**config.mk**
```make
export PLATFORM = sky130hd
export DESIGN_NAME = conv3x3_frame_ctrl_flat
export DESIGN_NICKNAME = d
export VERILOG_FILES = /design/src/rtl/conv3x3_frame_ctrl_if.sv /design/src/rtl/conv3x3_frame_ctrl.sv /design/src/flat_wrapper.sv
export SDC_FILE = /design/constraint.sdc
export NUM_CORES = 1
export LEC_CHECK = 0
export BUFFER_PORTS_ARGS = -buffer_cell sky130_fd_sc_hd__buf_2
export CAP_MARGIN = 20
export CELL_PAD_IN_SITES_DETAIL_PLACEMENT = 1
export CELL_PAD_IN_SITES_GLOBAL_PLACEMENT = 1
export CORE_AREA = 2 2 134 136
export DETAILED_ROUTE_END_ITERATION = 8
export DIE_AREA = 0 0 136 138
export PLACE_DENSITY = 0.84
export RECOVER_POWER = 100
export SYNTH_ARGS = -nofsm -noshare
export SYNTH_HDL_FRONTEND = slang
export SYNTH_SLANG_ARGS = --single-unit
```
**constraint.sdc**
```tcl
create_clock -name iClk -period 5.02 [get_ports iClk]
set_input_delay 0.753 -clock iClk [delete_from_list [all_inputs] [get_ports iClk]]
set_output_delay 0.753 -clock iClk [all_outputs]
set_load 0.005 [all_outputs]
```
**src/rtl/conv3x3_frame_ctrl_if.sv**
```systemverilog
// Handshake, configuration and status bundle for the 3x3 convolution frame controller.
interface conv3x3_frame_ctrl_if #(
    parameter int unsigned CW = 12
);
    // Frame control and kernel configuration
    logic          i_start;
    logic [1:0]    i_cfg_mode;
    logic [31:0]   i_cfg_k0;
    logic [31:0]   i_cfg_k1;
    logic [31:0]   i_cfg_k2;

    // Pixel stream handshake
    logic          i_in_valid;
    logic          o_in_ready;
    logic          i_out_ready;

    // Line buffer / convolution core controls
    logic          o_lb_we;
    logic          o_conv_en;
    logic          o_out_valid;

    // Frame-latched kernel configuration
    logic [31:0]   o_reg0;
    logic [31:0]   o_reg1;
    logic [31:0]   o_reg2;
    logic [31:0]   o_reg3;

    // Raster position and status
    logic [CW-1:0] o_col;
    logic [CW-1:0] o_row;
    logic          o_busy;
    logic          o_frame_done;
    logic          o_err;

    // Controller side
    modport slave (
        input  i_start, i_cfg_mode, i_cfg_k0, i_cfg_k1, i_cfg_k2,
        input  i_in_valid, i_out_ready,
        output o_in_ready, o_lb_we, o_conv_en, o_out_valid,
        output o_reg0, o_reg1, o_reg2, o_reg3,
        output o_col, o_row, o_busy, o_frame_done, o_err
    );

    // Source / sink / host side
    modport master (
        output i_start, i_cfg_mode, i_cfg_k0, i_cfg_k1, i_cfg_k2,
        output i_in_valid, i_out_ready,
        input  o_in_ready, o_lb_we, o_conv_en, o_out_valid,
        input  o_reg0, o_reg1, o_reg2, o_reg3,
        input  o_col, o_row, o_busy, o_frame_done, o_err
    );
endinterface

```
**src/rtl/conv3x3_frame_ctrl.sv**
```systemverilog
// Frame sequencer for a 3x3 convolution pipeline: latches the kernel config at
// frame start, walks the raster, and gates line-buffer writes and core enables.
module conv3x3_frame_ctrl #(
    parameter int unsigned IMG_W = 640,
    parameter int unsigned IMG_H = 480,
    parameter int unsigned CW    = 12
) (
    input  logic                  iClk,
    input  logic                  iRst,
    conv3x3_frame_ctrl_if.slave   bus
);

    localparam logic [CW-1:0] COL_LAST  = CW'(IMG_W - 1);
    localparam logic [CW-1:0] ROW_LAST  = CW'(IMG_H - 1);
    localparam logic [CW-1:0] WIN_FIRST = CW'(2);
    localparam logic [CW-1:0] FILL_COL  = CW'(1);
    localparam logic [CW-1:0] ONE       = CW'(1);

    typedef enum logic [2:0] {
        S_IDLE  = 3'd0,
        S_FILL  = 3'd1,
        S_RUN   = 3'd2,
        S_DRAIN = 3'd3,
        S_DONE  = 3'd4
    } state_t;

    state_t        state_q, state_d;
    logic [CW-1:0] col_q, col_d;
    logic [CW-1:0] row_q, row_d;
    logic [31:0]   reg0_q, reg0_d;
    logic [31:0]   reg1_q, reg1_d;
    logic [31:0]   reg2_q, reg2_d;
    logic [31:0]   reg3_q, reg3_d;
    logic          err_q, err_d;
    logic          frame_done_q, frame_done_d;
    logic          out_valid_q, out_valid_d;

    logic          in_ready;
    logic          acc;
    logic          conv_en;
    logic          col_wrap;
    logic          at_fill_end;
    logic          at_frame_end;

    // Handshake decode: a pixel is taken only while streaming and the sink can absorb a result
    always_comb begin
        in_ready     = 1'b0;
        acc          = 1'b0;
        conv_en      = 1'b0;
        col_wrap     = 1'b0;
        at_fill_end  = 1'b0;
        at_frame_end = 1'b0;

        if ((state_q == S_FILL) || (state_q == S_RUN)) begin
            in_ready = bus.i_out_ready;
        end
        acc          = bus.i_in_valid & in_ready;
        conv_en      = acc & (row_q >= WIN_FIRST) & (col_q >= WIN_FIRST);
        col_wrap     = (col_q == COL_LAST);
        at_fill_end  = (row_q == WIN_FIRST) && (col_q == FILL_COL);
        at_frame_end = (row_q == ROW_LAST) && (col_q == COL_LAST);
    end

    // Next-state, counter, config and status logic
    always_comb begin
        state_d      = state_q;
        col_d        = col_q;
        row_d        = row_q;
        reg0_d       = reg0_q;
        reg1_d       = reg1_q;
        reg2_d       = reg2_q;
        reg3_d       = reg3_q;
        err_d        = err_q;
        frame_done_d = 1'b0;
        out_valid_d  = conv_en;

        // Raster advance on every accepted pixel
        if (acc) begin
            if (col_wrap) begin
                col_d = '0;
                row_d = row_q + ONE;
            end else begin
                col_d = col_q + ONE;
            end
        end

        case (state_q)
            S_IDLE: begin
                if (bus.i_start) begin
                    reg0_d  = {30'b0, bus.i_cfg_mode};
                    reg1_d  = bus.i_cfg_k0;
                    reg2_d  = bus.i_cfg_k1;
                    reg3_d  = bus.i_cfg_k2;
                    col_d   = '0;
                    row_d   = '0;
                    state_d = S_FILL;
                end
            end
            S_FILL: begin
                if (acc && at_fill_end) begin
                    state_d = S_RUN;
                end
            end
            S_RUN: begin
                if (acc && at_frame_end) begin
                    state_d = S_DRAIN;
                end
            end
            S_DRAIN: begin
                state_d = S_DONE;
            end
            S_DONE: begin
                state_d = S_IDLE;
            end
            default: begin
                state_d = S_IDLE;
            end
        endcase

        // Start in IDLE clears the sticky error; start anywhere else sets it (set wins)
        if (bus.i_start && (state_q == S_IDLE)) begin
            err_d = 1'b0;
        end
        if (bus.i_start && (state_q != S_IDLE)) begin
            err_d = 1'b1;
        end

        frame_done_d = (state_d == S_DONE);
    end

    // State register
    always_ff @(posedge iClk or posedge iRst) begin
        if (iRst) begin
            state_q <= S_IDLE;
        end else begin
            state_q <= state_d;
        end
    end

    // Datapath and status registers
    always_ff @(posedge iClk or posedge iRst) begin
        if (iRst) begin
            col_q        <= '0;
            row_q        <= '0;
            reg0_q       <= '0;
            reg1_q       <= '0;
            reg2_q       <= '0;
            reg3_q       <= '0;
            err_q        <= 1'b0;
            frame_done_q <= 1'b0;
            out_valid_q  <= 1'b0;
        end else begin
            col_q        <= col_d;
            row_q        <= row_d;
            reg0_q       <= reg0_d;
            reg1_q       <= reg1_d;
            reg2_q       <= reg2_d;
            reg3_q       <= reg3_d;
            err_q        <= err_d;
            frame_done_q <= frame_done_d;
            out_valid_q  <= out_valid_d;
        end
    end

    // Output mapping
    assign bus.o_in_ready   = in_ready;
    assign bus.o_lb_we      = acc;
    assign bus.o_conv_en    = conv_en;
    assign bus.o_out_valid  = out_valid_q;
    assign bus.o_reg0       = reg0_q;
    assign bus.o_reg1       = reg1_q;
    assign bus.o_reg2       = reg2_q;
    assign bus.o_reg3       = reg3_q;
    assign bus.o_col        = col_q;
    assign bus.o_row        = row_q;
    assign bus.o_busy       = (state_q != S_IDLE);
    assign bus.o_frame_done = frame_done_q;
    assign bus.o_err        = err_q;

endmodule

```
**src/flat_wrapper.sv**
```systemverilog
// flat-port wrapper written by rule: the top's interface ports become plain ports
module conv3x3_frame_ctrl_flat 
#(
    parameter int unsigned IMG_W = 640,
    parameter int unsigned IMG_H = 480,
    parameter int unsigned CW    = 12
)
  (iClk, iRst, bus_i_start, bus_i_cfg_mode, bus_i_cfg_k0, bus_i_cfg_k1, bus_i_cfg_k2, bus_i_in_valid, bus_i_out_ready, bus_o_in_ready, bus_o_lb_we, bus_o_conv_en, bus_o_out_valid, bus_o_reg0, bus_o_reg1, bus_o_reg2, bus_o_reg3, bus_o_col, bus_o_row, bus_o_busy, bus_o_frame_done, bus_o_err);
  conv3x3_frame_ctrl_if #(.CW(CW)) bus_i ();
  input  logic iClk;
  input  logic iRst;
  input wire logic [$bits(bus_i.i_start)-1:0] bus_i_start;
  input wire logic [$bits(bus_i.i_cfg_mode)-1:0] bus_i_cfg_mode;
  input wire logic [$bits(bus_i.i_cfg_k0)-1:0] bus_i_cfg_k0;
  input wire logic [$bits(bus_i.i_cfg_k1)-1:0] bus_i_cfg_k1;
  input wire logic [$bits(bus_i.i_cfg_k2)-1:0] bus_i_cfg_k2;
  input wire logic [$bits(bus_i.i_in_valid)-1:0] bus_i_in_valid;
  input wire logic [$bits(bus_i.i_out_ready)-1:0] bus_i_out_ready;
  output wire logic [$bits(bus_i.o_in_ready)-1:0] bus_o_in_ready;
  output wire logic [$bits(bus_i.o_lb_we)-1:0] bus_o_lb_we;
  output wire logic [$bits(bus_i.o_conv_en)-1:0] bus_o_conv_en;
  output wire logic [$bits(bus_i.o_out_valid)-1:0] bus_o_out_valid;
  output wire logic [$bits(bus_i.o_reg0)-1:0] bus_o_reg0;
  output wire logic [$bits(bus_i.o_reg1)-1:0] bus_o_reg1;
  output wire logic [$bits(bus_i.o_reg2)-1:0] bus_o_reg2;
  output wire logic [$bits(bus_i.o_reg3)-1:0] bus_o_reg3;
  output wire logic [$bits(bus_i.o_col)-1:0] bus_o_col;
  output wire logic [$bits(bus_i.o_row)-1:0] bus_o_row;
  output wire logic [$bits(bus_i.o_busy)-1:0] bus_o_busy;
  output wire logic [$bits(bus_i.o_frame_done)-1:0] bus_o_frame_done;
  output wire logic [$bits(bus_i.o_err)-1:0] bus_o_err;
  assign bus_i.i_start = bus_i_start;
  assign bus_i.i_cfg_mode = bus_i_cfg_mode;
  assign bus_i.i_cfg_k0 = bus_i_cfg_k0;
  assign bus_i.i_cfg_k1 = bus_i_cfg_k1;
  assign bus_i.i_cfg_k2 = bus_i_cfg_k2;
  assign bus_i.i_in_valid = bus_i_in_valid;
  assign bus_i.i_out_ready = bus_i_out_ready;
  assign bus_o_in_ready = bus_i.o_in_ready;
  assign bus_o_lb_we = bus_i.o_lb_we;
  assign bus_o_conv_en = bus_i.o_conv_en;
  assign bus_o_out_valid = bus_i.o_out_valid;
  assign bus_o_reg0 = bus_i.o_reg0;
  assign bus_o_reg1 = bus_i.o_reg1;
  assign bus_o_reg2 = bus_i.o_reg2;
  assign bus_o_reg3 = bus_i.o_reg3;
  assign bus_o_col = bus_i.o_col;
  assign bus_o_row = bus_i.o_row;
  assign bus_o_busy = bus_i.o_busy;
  assign bus_o_frame_done = bus_i.o_frame_done;
  assign bus_o_err = bus_i.o_err;
  conv3x3_frame_ctrl #(.IMG_W(IMG_W), .IMG_H(IMG_H), .CW(CW)) u_core (.iClk(iClk), .iRst(iRst), .bus(bus_i));
endmodule
```
### After elaboration in Yosys (flattened, before gate mapping)

Cells that the tools add are included.

* register bits: 128
* bits of input ports: 103
* output and inout bits: 159
* word-level logic and storage cells: 51

* add/subtract/negate cells: 2
* order comparisons: 2
* eq/ne operators: 8
* muxes and demuxes: 15
* bitwise logic cells: 3
* reductions and logical operators: 11

Operators by type and width (count)
* 12-bit 2-to-1 mux: 8
* 12-bit by 1-bit adder with 12-bit output, second input constant: 2
* 12-bit by 2-bit >= comparator with 1-bit output, second input constant: 2
* 12-bit by 1-bit == test with 1-bit output, second input constant: 1
* 12-bit by 10-bit == test with 1-bit output, second input constant: 1
* 12-bit by 2-bit == test with 1-bit output, second input constant: 1
* 12-bit by 9-bit == test with 1-bit output, second input constant: 1
* 3-bit case mux with 4 select lines: 1
* 3-bit 2-to-1 mux: 3
* 3-bit by 2-bit == test with 1-bit output, second input constant: 2
* 1-bit logical AND: 6
* 1-bit bitwise AND: 3
* 3-bit by 1-bit == test with 1-bit output, second input constant: 1
* 3-bit == test, second input constant: 1
* 3-bit logical NOT: 1
* 1-bit 2-to-1 mux: 3
* 3-bit nonzero test: 1
* 2-bit AND reduction: 1
* 2-bit nonzero test: 1
* 1-bit logical OR: 1

### Depth between registers and ports, before layout

* depth after elaboration: 8
* gate-level depth with buffers: 8
* mapped depth without buffers: 6

### Worst setup path before layout

OpenSTA, ideal clock, no wires.

* path kind: in2out
* from: input port bus_i_out_ready
* to: output port bus_o_conv_en
* data arrival time: 1.280 ns
* required time: 4.267 ns
* path slack: 2.987 ns
* cell stages on the path: 3
* buffers on the path: 0
* cells stage by stage: and3b_1 -> nand2_1 -> nor3_1

* word-level cells in the longest chain between the ends: 4

RTL lines
* from (decl): RTL line flat_wrapper.sv:18 `input wire logic [$bits(bus_i.i_out_ready)-1:0] bus_i_out_ready;`
* 1-bit 2-to-1 mux: RTL line conv3x3_frame_ctrl.sv:54 `if ((state_q == S_FILL) || (state_q == S_RUN)) begin`
* 1-bit bitwise AND: RTL line conv3x3_frame_ctrl.sv:57 `acc = bus.i_in_valid & in_ready;`
* 1-bit bitwise AND (2 in a row): RTL line conv3x3_frame_ctrl.sv:58 `conv_en = acc & (row_q >= WIN_FIRST) & (col_q >= WIN_FIRST);`
* to (decl): RTL line flat_wrapper.sv:21 `output wire logic [$bits(bus_i.o_conv_en)-1:0] bus_o_conv_en;`

No other way between the ends.

### Worst setup path after layout

* from: register u_core.col_q[7], in the netlist u_core.bus.o_col[7]
* to: register u_core.col_q[0], in the netlist u_core.bus.o_col[0]

* word-level cells in the longest chain between the ends: 5

RTL lines
* from (decl): RTL line conv3x3_frame_ctrl.sv:28 `logic [CW-1:0] col_q, col_d;`
* from (signal assigned): RTL line conv3x3_frame_ctrl.sv:153 `col_q <= col_d;`
* 12-bit by 10-bit == test with 1-bit output *: RTL line conv3x3_frame_ctrl.sv:59 `col_wrap = (col_q == COL_LAST);`
* 12-bit 2-to-1 mux *: RTL line conv3x3_frame_ctrl.sv:79 `if (col_wrap) begin`
* 12-bit 2-to-1 mux *: RTL line conv3x3_frame_ctrl.sv:78 `if (acc) begin`
* 12-bit 2-to-1 mux: RTL line conv3x3_frame_ctrl.sv:89 `if (bus.i_start) begin`
* 12-bit 2-to-1 mux *: RTL line conv3x3_frame_ctrl.sv:87 `case (state_q)`
* named net u_core.col_d[0]: RTL line conv3x3_frame_ctrl.sv:28

Mark *: on every way through the listed nets, which the timed path passes. The rest lies on a longest branch.
A chain may end at the register's enable or synchronous reset.

==> out/results.txt <==
initial cell density of the core - 32.3%
Setup TNS - 0 ns
crit path kind - flop to flop
Nets - 966
Peak VDD IR - 219 uV
Reg clk slew, reported paths - 0.05 ns
worst reg2reg path depth - 4
# setup viols final - 0
Final Critical Period - 3.48 ns
CTS tree - built
CTS H-tree lvls - 4
vias in the first global route - 5204
worst hold path type - flop to flop
io pins - 262
Post-DP HPWL - 11500 um
Period Utilization, post-route - 69.3%
Lkg Pwr - 3.95 nW
die width - 136 um
worst r2r src - u_core.bus.o_col[7]$_DFF_PP0_
Worst Setup SP - u_core.bus.o_col[7]$_DFF_PP0_
wl on met1 - 6770 um
placed cell count - 1067
DRT iter0 DRCs - 201
# clock sinks - 128
worst rel slew slack - -59.3%
failing checks - max-capacitance violations, max-slew violations
DRC Markers - 0
first-pass GRT wire length - 26400 um
wire per inst - 14.9 um
non-filler cells, final - 1099
largest net degree at the start of global routing - 103
Setup crit end - u_core.bus.o_col[0]$_DFF_PP0_
crit path capture type - flop
Core Area - 17500 um2
DIE AREA - 18800 um2
drt pass-1 iters - 4
post-layout util - 42.3%
Stages on worst setup path - 4
startpoint types - flop
max-slew violation count - 51
post-synth top area share - 56.6%
Slowest-stage cell, CP - nor4_1
synthesized area - 5660 um2
Tightest Pin Transition - 2.36 ns
slowest cell delay on critical path - 1.18 ns
Area contributors post-synth - dfrtp_1 (57%), nand2_1 (20%), buf_4 (4.2%)
GRT overflow - 0
I/O Buffers - 231
PwrDens - 472 nW/um2
Die Y - 138 um
CP bufs+invs - 0
root buffer cell - clkbuf_16
met2 WL post-DR - 8410 um
CP delay by family, top - simple AND/OR/NAND/NOR gates
Worst EP arrival - 3.71 ns
met3 WL post-DR - 826 um
worst-path cell chain - nor4_1 > nand2_1 > o21ai_0 > nor2_1
largest fanout on the critical path - 10
fillcell total - 2183
initial antenna violation count - 0
CTS Buffer Depth - 2
Yosys Warn Count - 0
fmax - 0.287 GHz
worst reg2reg setup slack - 1.54 ns
FF-to-FF End - u_core.bus.o_col[0]$_DFF_PP0_
average cell area after synthesis - 8.92 um2
clock skew - 0.00755 ns
most frequent cells in the layout - nand2_1 (303), buf_2 (155), dfrtp_1 (128), clkbuf_1 (77), conb_1 (30)
Seq/Total Area, Yosys - 56.6%
num rows - 49
via/cell ratio - 4.57
Worst EP required - 5.25 ns
layout cells sized above 1 - 22.8%
post-CTS sizing - 0
outcome - complete, but fails checks
Max Cap Violations - 2
diode count - 0
cells after synthesis - 634
cts hold-fix bufs - 0
final antenna-violating net count - 0
Worst-Skew Late Latency - 0.41 ns
max layer used - met4
final hold violations - 0
most common library cell in the layout ignoring fill and taps - nand2_1
Vias - 5026
CTS Buf Count - 17
post-CTS setup buffers - 0
Yosys reg bits - 128
Routed WL - 16400 um
unrepaired setup endpoints after global routing - no
All-Layer GR Usage - 17.7%
Area growth syn-to-layout - 31.1%
gpl congestion - 0.803
Distinct cells, synth - 42
area leader, netlist - dfrtp_1
power breakdown:
part	internal, mW	leakage [nW]	switching, mW
clock network	0.867	0.305	0.450
registers	1.31	1.62	0.175
logic	0.305	2.02	0.399
total	2.48	3.95	1.02
sequential cells by signal, indices dropped and copies added, names as in the netlist:
signal,cells
u_core.bus.o_frame_done,1
u_core.bus.o_err,1
u_core.bus.o_row,12
u_core.bus.o_reg3,32
u_core.bus.o_reg2,32
u_core.bus.o_reg0,2
u_core.state_q,3
u_core.bus.o_col,12
u_core.bus.o_out_valid,1
u_core.bus.o_reg1,32
stage by stage:
step / total power, mW / hold WS (ns) / area, um2 / setup slack [ns]
finish: 3.51 / 0.471 / 7420 / 1.54
floorplan: 1.83 / 0.470 / 5770 / 0.854
global route: 3.74 / 0.497 / 7420 / 1.26
CTS: 3.60 / 0.382 / 7540 / 2.25
detailed placement: 2.25 / 0.457 / 6910 / 2.46
global placement: 2.21 / 0.452 / 6910 / 2.51
how the worst min path moves through the flow:
| stage | startpoint | endpoint | cells after the start |
|---|---|---|---|
| after floorplan | u_core.bus.o_reg0[0]$_DFFE_PP0P_ | u_core.bus.o_reg0[0]$_DFFE_PP0P_ | 2 |
| after global placement | u_core.bus.o_reg3[30]$_DFFE_PP0P_ | u_core.bus.o_reg3[30]$_DFFE_PP0P_ | 2 |
| after detailed placement | u_core.bus.o_reg3[2]$_DFFE_PP0P_ | u_core.bus.o_reg3[2]$_DFFE_PP0P_ | 2 |
| after CTS | iRst | u_core.bus.o_reg3[26]$_DFFE_PP0P_ | 2 |
| after global routing | u_core.bus.o_reg1[18]$_DFFE_PP0P_ | u_core.bus.o_reg1[18]$_DFFE_PP0P_ | 2 |
| final | u_core.bus.o_reg3[2]$_DFFE_PP0P_ | u_core.bus.o_reg3[2]$_DFFE_PP0P_ | 2 |
synth_stat cells (all sizes together):
cell and instances:
nand2b 1, nor4 8, o31ai 8, or2 1, xor2 4, and3 4
nor3 7, a21oi 12, and4 2, ha 5, inv 8, or3 5
nor4b 1, dfrtp 128, buf 36, xnor2 6, or4 8, nand3 16
and4b 1, nand4b 1, conb 1, mux2i 2, mux2 1, nor2 16
nand4 8, clkbuf 24, nand2 304, and2 2, nor3b 3, and3b 3
a211oi 1, o21ai 7
worst reg2reg max path, cell delays in order (launching register included):
cell and delay (ns):
dfrtp_1 0.45, nor4_1 1.18, nand2_1 0.53, o21ai_0 1.01, nor2_1 0.15
cells by family after synthesis:
group | after synthesis | share of synthesized area (%)
XOR/XNOR | 10 | 1.81
multiplexers | 3 | 0.553
buffers and inverters | 68 | 6.83
adder cells (fa/ha/maj) | 5 | 1.11
other | 1 | 0.0663
AND/OR/NAND/NOR | 391 | 30.1
flip-flops | 128 | 56.6
AO/OA/AOI/OAI | 28 | 2.87
cell type report:
type	count	area, um2	area share, %
Clock buffer	21	470	6.34
Clock inverter	10	159	2.14
Inverter	8	31.3	0.422
Multi-Input combinational cell	467	2150	28.9
Sequential cell	128	3200	43.2
Tap cell	229	287	3.86
Timing Repair Buffer	236	1120	15.1
metal layers:
metal | up-vias | track usage, %
li1 | 2416 | -
met1 | 2435 | 21.2
met2 | 144 | 30.5
met3 | 31 | 4.80
met4 | 0 | 5.98
met5 | - | 0
Note: power is estimated with default switching activity, not from simulation.
